==> src/rtl/i2c_cmd_sequencer.sv <==
// Host-side command FIFO and transaction sequencer for i2c_controller.
// Issues one buffered command at a time, tracks controller busy, returns one response per command.
module i2c_cmd_sequencer #(
  parameter int          DEPTH   = 8,
  parameter logic [15:0] TIMEOUT = 16'hFFFF,
  parameter int          GAP     = 4
) (
  input  logic                     clk,
  input  logic                     rst,
  input  logic                     cmd_valid,
  output logic                     cmd_ready,
  input  logic [6:0]               cmd_addr,
  input  logic [7:0]               cmd_reg,
  input  logic                     cmd_rw,
  input  logic [15:0]              cmd_data,
  output logic                     rsp_valid,
  input  logic                     rsp_ready,
  output logic [15:0]              rsp_data,
  output logic                     rsp_rw,
  output logic                     rsp_error,
  output logic [$clog2(DEPTH):0]   fifo_level,
  output logic                     i2c_en,
  output logic [6:0]               i2c_peripheral_address,
  output logic [7:0]               i2c_target_register,
  output logic                     i2c_rw,
  output logic [15:0]              i2c_din,
  input  logic                     i2c_busy,
  input  logic [15:0]              i2c_dout
);

  localparam int AW = $clog2(DEPTH);
  localparam int LW = AW + 1;
  localparam int GW = $clog2(GAP + 1);

  localparam logic [2:0] S_IDLE  = 3'd0;
  localparam logic [2:0] S_ISSUE = 3'd1;
  localparam logic [2:0] S_RUN   = 3'd2;
  localparam logic [2:0] S_RESP  = 3'd3;
  localparam logic [2:0] S_GAP   = 3'd4;

  logic [31:0]   mem [DEPTH];
  logic [31:0]   head;
  logic [AW-1:0] wr_ptr;
  logic [AW-1:0] rd_ptr;
  logic          push;
  logic          pop;

  logic [2:0]    state;
  logic [15:0]   timer;
  logic [GW-1:0] gap_cnt;

  logic          sync1;
  logic          sync2;
  logic          sync3;
  logic          busy_s;
  logic          busy_rise;
  logic          busy_fall;

  // A full FIFO refuses pushes even when a pop frees a slot in the same cycle.
  assign cmd_ready = (fifo_level != LW'(DEPTH));
  assign push      = cmd_valid & cmd_ready;
  assign pop       = (state == S_IDLE) && (fifo_level != '0) && !busy_s;
  assign head      = mem[rd_ptr];

  assign busy_s    = sync2;
  assign busy_rise = sync2 & ~sync3;
  assign busy_fall = ~sync2 & sync3;

  always_ff @(posedge clk) begin
    if (push)
      mem[wr_ptr] <= {cmd_addr, cmd_reg, cmd_rw, cmd_data};
  end

  always_ff @(posedge clk) begin
    if (rst) begin
      wr_ptr     <= '0;
      rd_ptr     <= '0;
      fifo_level <= '0;
    end else begin
      if (push)
        wr_ptr <= wr_ptr + 1'b1;
      if (pop)
        rd_ptr <= rd_ptr + 1'b1;
      case ({push, pop})
        2'b10:   fifo_level <= fifo_level + 1'b1;
        2'b01:   fifo_level <= fifo_level - 1'b1;
        default: fifo_level <= fifo_level;
      endcase
    end
  end

  always_ff @(posedge clk) begin
    if (rst) begin
      sync1 <= 1'b0;
      sync2 <= 1'b0;
      sync3 <= 1'b0;
    end else begin
      sync1 <= i2c_busy;
      sync2 <= sync1;
      sync3 <= sync2;
    end
  end

  // rsp_valid is set one cycle after RESP entry, so it rises the cycle after i2c_en falls.
  always_ff @(posedge clk) begin
    if (rst) begin
      state                  <= S_IDLE;
      timer                  <= '0;
      gap_cnt                <= '0;
      i2c_en                 <= 1'b0;
      i2c_peripheral_address <= '0;
      i2c_target_register    <= '0;
      i2c_rw                 <= 1'b0;
      i2c_din                <= '0;
      rsp_valid              <= 1'b0;
      rsp_data               <= '0;
      rsp_rw                 <= 1'b0;
      rsp_error              <= 1'b0;
    end else begin
      case (state)
        S_IDLE: begin
          if (pop) begin
            {i2c_peripheral_address, i2c_target_register, i2c_rw, i2c_din} <= head;
            i2c_en <= 1'b1;
            timer  <= '0;
            state  <= S_ISSUE;
          end
        end
        S_ISSUE: begin
          if (busy_rise) begin
            timer <= '0;
            state <= S_RUN;
          end else if (timer == TIMEOUT) begin
            i2c_en    <= 1'b0;
            rsp_error <= 1'b1;
            rsp_data  <= '0;
            rsp_rw    <= i2c_rw;
            state     <= S_RESP;
          end else if (timer != 16'hFFFF) begin
            timer <= timer + 1'b1;
          end
        end
        S_RUN: begin
          if (busy_fall) begin
            i2c_en    <= 1'b0;
            rsp_error <= 1'b0;
            rsp_data  <= i2c_rw ? 16'h0 : i2c_dout;
            rsp_rw    <= i2c_rw;
            state     <= S_RESP;
          end else if (timer == TIMEOUT) begin
            i2c_en    <= 1'b0;
            rsp_error <= 1'b1;
            rsp_data  <= '0;
            rsp_rw    <= i2c_rw;
            state     <= S_RESP;
          end else if (timer != 16'hFFFF) begin
            timer <= timer + 1'b1;
          end
        end
        S_RESP: begin
          if (rsp_valid && rsp_ready) begin
            rsp_valid <= 1'b0;
            gap_cnt   <= GW'(GAP);
            state     <= S_GAP;
          end else begin
            rsp_valid <= 1'b1;
          end
        end
        S_GAP: begin
          if (gap_cnt <= GW'(1))
            state <= S_IDLE;
          else
            gap_cnt <= gap_cnt - 1'b1;
        end
        default: state <= S_IDLE;
      endcase
    end
  end

endmodule

==> config.mk <==
export PLATFORM = sky130hd
export DESIGN_NAME = i2c_cmd_sequencer
export DESIGN_NICKNAME = d
export VERILOG_FILES = /design/src/rtl/i2c_cmd_sequencer.sv
export SDC_FILE = /design/constraint.sdc
export NUM_CORES = 1
export LEC_CHECK = 0
export CORE_UTILIZATION = 52
export DETAILED_ROUTE_END_ITERATION = 6
export PLACE_DENSITY = 0.74
export SLEW_MARGIN = 10
export SYNTH_ARGS = -nofsm -noshare
export SYNTH_HDL_FRONTEND = slang
export SYNTH_SLANG_ARGS = --single-unit
==> constraint.sdc <==
create_clock -name clk -period 3.7 [get_ports clk]
set_input_delay 0.74 -clock clk [delete_from_list [all_inputs] [get_ports clk]]
set_output_delay 0.74 -clock clk [all_outputs]
set_load 0.1 [all_outputs]
# Yosys cells after proc, flatten, opt, wreduce, memory -nomap -nowiden
# Memory sizes are Yosys's and may differ from the RTL's. A register that Yosys moved wholly into a read port is not among the register bits.
# Index checks and enable logic that the tools add are counted.
classes:
  addsub: 6
  mul: 0
  div_mod_pow: 0
  n_lt_le_gt_ge: 1
  n_eq_ne: 15
  shifts: 0
  muxes: 37
  bitwise_logic: 5
  n_reduce_logical: 16
ops:
  columns: ["operator", "count"]
  rows:
  - ["2-to-1 mux 16 bit", 9]
  - ["case mux 16 bit (3 select lines)", 1]
  - ["case mux 16 bit (2 select lines)", 1]
  - ["2-to-1 mux 3 bit", 7]
  - ["adder 16 x 1 -> 16 bit (second input constant)", 1]
  - ["== test 16 bit (second input constant)", 1]
  - ["!= test 16 bit (second input constant)", 1]
  - ["case mux 3 bit (5 select lines)", 1]
  - ["2-to-1 mux 1 bit", 13]
  - ["!= test 2 bit (second input constant)", 6]
  - ["AND reduction 3 bit", 4]
  - ["case mux 4 bit (2 select lines)", 1]
  - ["adder 3 x 1 -> 3 bit (second input constant)", 2]
  - ["== test 3 x 2 -> 1 bit (second input constant)", 2]
  - ["case mux 3 bit (2 select lines)", 1]
  - ["nonzero test 2 bit", 3]
  - ["adder 4 x 1 -> 4 bit (second input constant)", 1]
  - ["!= test 4 bit (second input constant)", 1]
  - ["case mux 1 bit (2 select lines)", 2]
  - ["AND reduction 2 bit", 2]
  - ["nonzero test 4 bit", 1]
  - ["subtractor 4 x 1 -> 4 bit (second input constant)", 1]
  - ["bitwise AND 1 bit", 3]
  - ["== test 3 x 1 -> 1 bit (second input constant)", 1]
  - ["11 further kinds", 14]
totals:
  ff_bits: 55
  latch_bits: 0
  mem_bits_rw: 256
  mem_bits_ro: 0
  in_bits: 53
  out_inout_bits: 57
  n_memories: 1
mem_list:
  columns: ["name", "depth", "word_bits", "read_ports", "rd_clocked_by_memory_dff", "wr", "line_no", "text"]
  rows:
  - ["mem", 8, 32, 1, 1, 1, "41", "logic [31:0] mem [DEPTH];"]

# Depth between registers and ports, before layout
# Gate-level depths: netlist (run 1).
logic_depth:
  word_depth: 5
  ltp_mapped: 11
  mapped_depth_nobuf: 10

# Worst setup path after synthesis (run 1)
# No wires, ideal clock.
synth_timing:
  kind: "reg-to-reg"
  start: "register fifo_level[1]"
  end: "memory mem[0][0] (enable)"
  setup_ns: 0.461
  arrival_time_ns: 4.889
  t_required_ns: 3.239
  path_slack_ns: -1.650
  path_stages_with_launch: 7
  path_buffers: 1
  cell_sequence: "dfxtp_1 > buf_4 > nor3_1 > nand2_1 > nand2_1 > or2_2 > nor3_1"
synth_between:
  elab_chain_cells: 4
synth_rtl:
  columns: ["item", "line_no", "text"]
  rows:
  - ["from (decl)", "21", "output logic [$clog2(DEPTH):0] fifo_level,"]
  - ["from (signal assigned)", "85", "2'b10: fifo_level <= fifo_level + 1'b1;"]
  - ["from (signal assigned)", "86", "2'b01: fifo_level <= fifo_level - 1'b1;"]
  - ["from (signal assigned)", "87", "default: fifo_level <= fifo_level;"]
  - ["!= test 4 bit", "60", "assign cmd_ready = (fifo_level != LW'(DEPTH));"]
  - ["net cmd_ready", "11", "output logic cmd_ready,"]
  - ["bitwise AND 1 bit", "61", "assign push = cmd_valid & cmd_ready;"]
  - ["2-to-1 mux 1 bit", "70", "if (push)"]
  - ["2-to-1 mux 1 bit (implied by the code)", "71", "mem[wr_ptr] <= {cmd_addr, cmd_reg, cmd_rw, cmd_data};"]
  - ["to (decl)", "41", null]
# The timed path passes the listed nets, and every way through them passes these cells.

# Worst setup path after layout (run 1)
layout_timing:
  start: "register fifo_level[1]"
  end: "output fifo_level[1]"
# No word-level cell between the ends.

==> impl_metrics.tcl, run 1 <==
set metrics [dict create \
    via_per_inst 5.775 \
    grt_overflow 0 \
    diodes 0 \
    wl_um 25640 \
    yosysTopAreaCell "edfxtp_1" \
    slew_viol_final 0 \
    rsz0062_at_grt "no" \
    outcome "finished clean" \
    dp_slack_ns 0.8831 \
    clock-root-buffer "clkbuf_16" \
    synth_area_per_cell_um2 17.55 \
    port_buffers 109 \
    syn_area_um2 13290 \
    cts_inserted_buffers 35 \
    async_flop_share_pct 0 \
    max-vdd-ir-drop_mv 0.7033 \
    fin_area_um2 15950 \
    synth_nets 818 \
    placedCellCount 1168 \
    yosysUniqueCellTypes 58 \
    ys_seq_elements 343 \
    critPathArrivalTime_ns 2.25 \
    fin_cells 1231 \
    drt_iter0_markers 487 \
    setup_slack_ns 0.7051 \
    crit_family "buffers and inverters" \
    power_density_nw_per_um2 767.8 \
    multi_input_area_um2 3659 \
    die_y_um 161.8 \
    ant_nets 0 \
    crit_required_ns 2.96 \
    cts_tree "built" \
    hold_viol 0 \
    final_core_util_pct 63.52 \
    final_common_cell "edfxtp_1" \
    min_path_type "reg2reg" \
    final_cell_mix "256 x edfxtp_1, 107 x clkdlybuf4s50_1, 84 x dfxtp_1" \
    fmax_mhz 333.9 \
    whs_path_depth 1 \
    cts_resized 0 \
    cts_num_sinks 343 \
    ioPinCount 110 \
    grt_pass1_wl_um 40540 \
    post_cts.repair.setup_buffers 0 \
    reg2reg_depth 9 \
    vias 7109 \
    tightest_slew_ns 1.025 \
    min_period_ns 2.995 \
    syn2layout_area_growth_pct 20.05 \
    antenna_found_initial 0 \
    end_kind "output port" \
    critPathKind "reg2out" \
    syn_inst 757 \
    grt_pass1_vias 7192 \
    die_w_um 161.8 \
    ys_top_cells_by_area "edfxtp_1 58%, dfxtp_1 13%, mux4_2 11%" \
    worstPathCellList "clkdlybuf4s50_1" \
    worstPathMaxFanout 9 \
    nets 936 \
    start_util_pct 52.92 \
    synth-seq-area-share_pct 70.97 \
    dpl.hpwl_um 15310 \
    die_area_um2 26190 \
    clk_pin_slew_ns 0.06 \
    cp_slowest_cell "clkdlybuf4s50_1" \
    insertion_delay_ns 0.51 \
    start_kind "register" \
    setup_violations 0 \
    grt_max_degree 70 \
    drive_gt1_share_pct 19.98 \
    finalCritPeriodShare_pct 80.94 \
    rows 58 \
    core_area_um2 25110 \
    cts_buffer_depth 3 \
    p_leak_uw 0.005035 \
    route.detailed.drc 0 \
    drtPass1Iterations 6 \
    yosysTopAreaCellShare_pct 57.86 \
    slew_headroom_pct 31.45 \
    n_fill_cell 1795 \
    cpPeakStageDelay_ns 1.22 \
    htree_levels 2 \
    postCtsHoldBufs 0 \
    synth_edf_count 256 \
    cp_num_cells 1 \
    ys_warn_count 0 \
    grt_usage_pct 20.36 \
    ys.flop_type "edfxtp_1" \
    placed_cell_area_um2 14760 \
    gp_congestion 0.7981 \
    crit_buf_inv 1 \
    seqCellArea_um2 9435 \
    drv_cap 0 \
    finClkSkew_ns 0.01615 \
    post_drt_wl_per_cell_um 20.83 \
]
## synthesized netlist by cell type, types with 8 or more instances
master / n
edfxtp_1: 256
dfxtp_1: 87
mux4_2: 64
nor2_1: 50
a211oi_1: 35
mux2i_1: 35
a21oi_1: 18
nand2_1: 16
buf_2: 14
nand3_1: 13
buf_4: 12
a21oi_2: 10
a22o_2: 9
o21ai_0: 9
o31ai_1: 9
clkbuf_1: 8
ha_1: 8
## final timing paths
check	startpoint	slack (ns)	endpoint
hold reg to reg	sync1	0.45	busy_s
hold / removal	sync1	0.45	busy_s
setup / recovery	fifo_level[1]	0.71	fifo_level[1]
setup reg to reg	state[0]	1.31	fifo_level[2]
## metrics by stage
step	hold WS (ns)	TNS (ns)	power, uW
global route	0.4601	0	12750
finish	0.4504	0	12250
global placement	0.4338	0	8715
floorplan	0.4138	-15.68	7914
CTS	0.4546	0	12380
detailed placement	0.4392	0	8772
## area by class of cell
cell class              instances  area share, %
clock buffers                  47          6.032
clock inverters                16          1.404
inverters                       5         0.1177
multi-input cells             367          22.94
flip-flops and latches        343          59.15
well taps                     330          2.589
repair buffers                123          7.766
## cells by family after synthesis
kind of cell	after synthesis	synth area share [%]
muxes	99	13.49
adders and majority gates	8	0.7534
DFF	343	70.97
xor gates and xnor gates	7	0.4614
buffers and inverters	47	2.025
AOI/OAI and AO/OA	110	6.215
and+or+nand+nor	143	6.093
## routing by layer
layer  share of wire [%]  GRT usage, %  wire length (um)
met1                  43         27.40             10980
met2                  50         34.24             12750
met3                 5.7         3.345              1453
met4                 1.8         6.089               459
met5                   0             0                 0
## power by group
part,leakage (uW),internal (uW),switching (uW),total (uW)
Clock,0.000574,2190,1400,3590
Sequential,0.00304,4540,333,4870
Combinational,0.00142,1170,2620,3790
## sequential cells by signal, summed over array words and instances (netlist names), 4 cells and up
name	flops
mem	256
i2c_din	16
rsp_data	16
timer	16
i2c_target_register	8
i2c_peripheral_address	7
fifo_level	4
No activity file was read; power rests on OpenSTA's default activity.
==> run 2: changes to the inputs <==
Settings changed: CORE_UTILIZATION 52 to 55.
Clock period 3.7 ns to 3.12 ns, I/O delays scaled along.
==> run 2 against run 1 <==
Net effect:
- setup slack better by 0.0094 ns
- utilization is 3.5 points higher
- clock-buffer cell count is 7 higher
- worst hold slack better by 0.0090 ns
- combinational power is 20% higher
- largest power group unchanged
- sequential cell count stayed put
- die area is 5.4% lower
- global-route usage is 1.7 points higher
- power is 17% higher
- critical path depth is 7 higher
- final area is 0.78% lower
- critical path type is now reg2reg
- clock power is 13% higher
==> impl_metrics.tcl, run 2 (synthesis results as in run 1) <==
set metrics [dict create \
    worstHoldStart "sync1" \
    grt_pass1_wl_um 40680 \
    rsz0062_at_grt "no" \
    setup_slack_ns 0.7145 \
    route.detailed.drc 0 \
    cts_tree "built" \
    cts_inserted_buffers 35 \
    p_leak_uw 0.005161 \
    clk_pin_slew_ns 0.06 \
    slew_viol_final 0 \
    ioPinCount 110 \
    drive_gt1_share_pct 26.82 \
    outcome "finished clean" \
    ant_nets 0 \
    htree_levels 2 \
    cpPeakStageDelay_ns 0.43 \
    largest-register "mem" \
    final_core_util_pct 67.03 \
    min_path_type "reg2reg" \
    drt_iter0_markers 399 \
    grt_overflow 0 \
    hold_viol 0 \
    multi_input_area_um2 3664 \
    power_density_nw_per_um2 904.5 \
    gp_congestion 0.8695 \
    crit_family "simple AND/OR/NAND/NOR gates" \
    grt_pass1_vias 7416 \
    timing.reg2reg.setup_slack_ns 0.71 \
    critPathArrivalTime_ns 2.83 \
    crit_required_ns 3.55 \
    cp_slowest_cell "dfxtp_1" \
    n_fill_cell 1597 \
    drv_cap 0 \
    power_uw 14320 \
    cts_buffer_depth 3 \
    dp_slack_ns 0.3773 \
    setup_violations 0 \
    dpl.hpwl_um 15910 \
    insertion_delay_ns 0.52 \
    post_drt_wl_per_cell_um 21.34 \
    finClkSkew_ns 0.02256 \
    path_common_cell "a21oi_1" \
    fmax_mhz 415.7 \
    die_w_um 157.4 \
    end_kind "register" \
    die_y_um 157.4 \
    placed_cell_area_um2 14680 \
    vias 7225 \
    max-vdd-ir-drop_mv 0.7304 \
    cts_num_sinks 343 \
    clock-root-buffer "clkbuf_16" \
    final_common_cell "edfxtp_1" \
    via_per_inst 5.888 \
    fin_tns_setup_ns 0 \
    syn2layout_area_growth_pct 19.12 \
    die_area_um2 24780 \
    antenna_found_initial 2 \
    tightest_slew_ns 0.7954 \
    post_cts.repair.setup_buffers 0 \
    slew_headroom_pct 46.98 \
    start_util_pct 56.27 \
    cts_resized 0 \
    finalCritPeriodShare_pct 77.10 \
    postCtsHoldBufs 0 \
    seqCellArea_um2 9442 \
    rows 56 \
    grt_usage_pct 22.05 \
    worstPathMaxFanout 32 \
    core_area_um2 23610 \
    final_cell_mix "256 x edfxtp_1, 81 x dfxtp_1, 70 x buf_4" \
    port_buffers 109 \
    crit_buf_inv 1 \
    r2r_start "state[0]" \
    drtPass1Iterations 5 \
    critPathLaunch "state[0]" \
    grt_max_degree 49 \
    worstPathCellList "nor2_2 > nor4b_4 > buf_4 > ha_1 > a21oi_1 > xor2_1 > or3_1 > a21oi_1" \
    fin_area_um2 15830 \
    nets 941 \
    critPathKind "reg2reg" \
    largest_reg_flops 256 \
    start_kind "register" \
    wl_um 26190 \
    min_period_ns 2.405 \
]
run 2: cell count changes in the layout (fill, tap and decap cells not counted), sizes merged:
cell,change
clkinvlp,-2
inv,-1
diode,+2
bufinv,-4
clkdlybuf4s50,-56
buf,+61
clkbuf,+7
run 2: worst paths after layout:
check	end	cells past startpoint
worst max-delay path	fifo_level[2]	8
worst min-delay path	busy_s	1
worst max register to register	fifo_level[2]	8
worst min register to register	busy_s	1
run 2: cell type report:
cell class                 count  share of cell area, %
tap                          319                  2.522
timing repair buffer         128                  7.337
antenna                        2                0.03162
multi-input combinational    367                  23.15
sequential                   343                  59.66
inverter                       5                 0.1186
clock buffer                  54                  6.633
clock inverter                 9                 0.5534
run 2: per-layer routing:
| metal | global-route usage (%) | wire length (um) | vias up |
|---|---|---|---|
| li1 | - | - | 3285 |
| met1 | 27.42 | 10280 | 3639 |
| met2 | 38.60 | 13620 | 244 |
| met3 | 3.965 | 1647 | 55 |
| met4 | 8.137 | 623 | 2 |
| met5 | 0 | 12 | - |
run 2: worst reg2reg max path: cells and delay by family, from the launching register on:
kind                       cells  cell delay (ns)
buffers and inverters          1             0.37
xor gates and xnor gates       1             0.15
DFF                            1             0.43
adders and majority gates      1             0.27
AOI/OAI and AO/OA              2             0.26
and+or+nand+nor                3             0.85
run 2: stage by stage:
| step | hold slack, ns | cells |
|---|---|---|
| finish | 0.4595 | 1227 |
| global route | 0.4930 | 1226 |
| CTS | 0.4681 | 1225 |
| detailed placement | 0.4538 | 1162 |
| global placement | 0.4613 | 1162 |
| floorplan | 0.4138 | 757 |
run 2: where the power goes:
| part | internal [uW] | switching (uW) | leakage, uW |
|---|---|---|---|
| combinational | 1330 | 3200 | 0.00156 |
| sequential | 5380 | 346 | 0.00304 |
| clock | 2410 | 1650 | 0.000559 |
| total | 9120 | 5200 | 0.00516 |
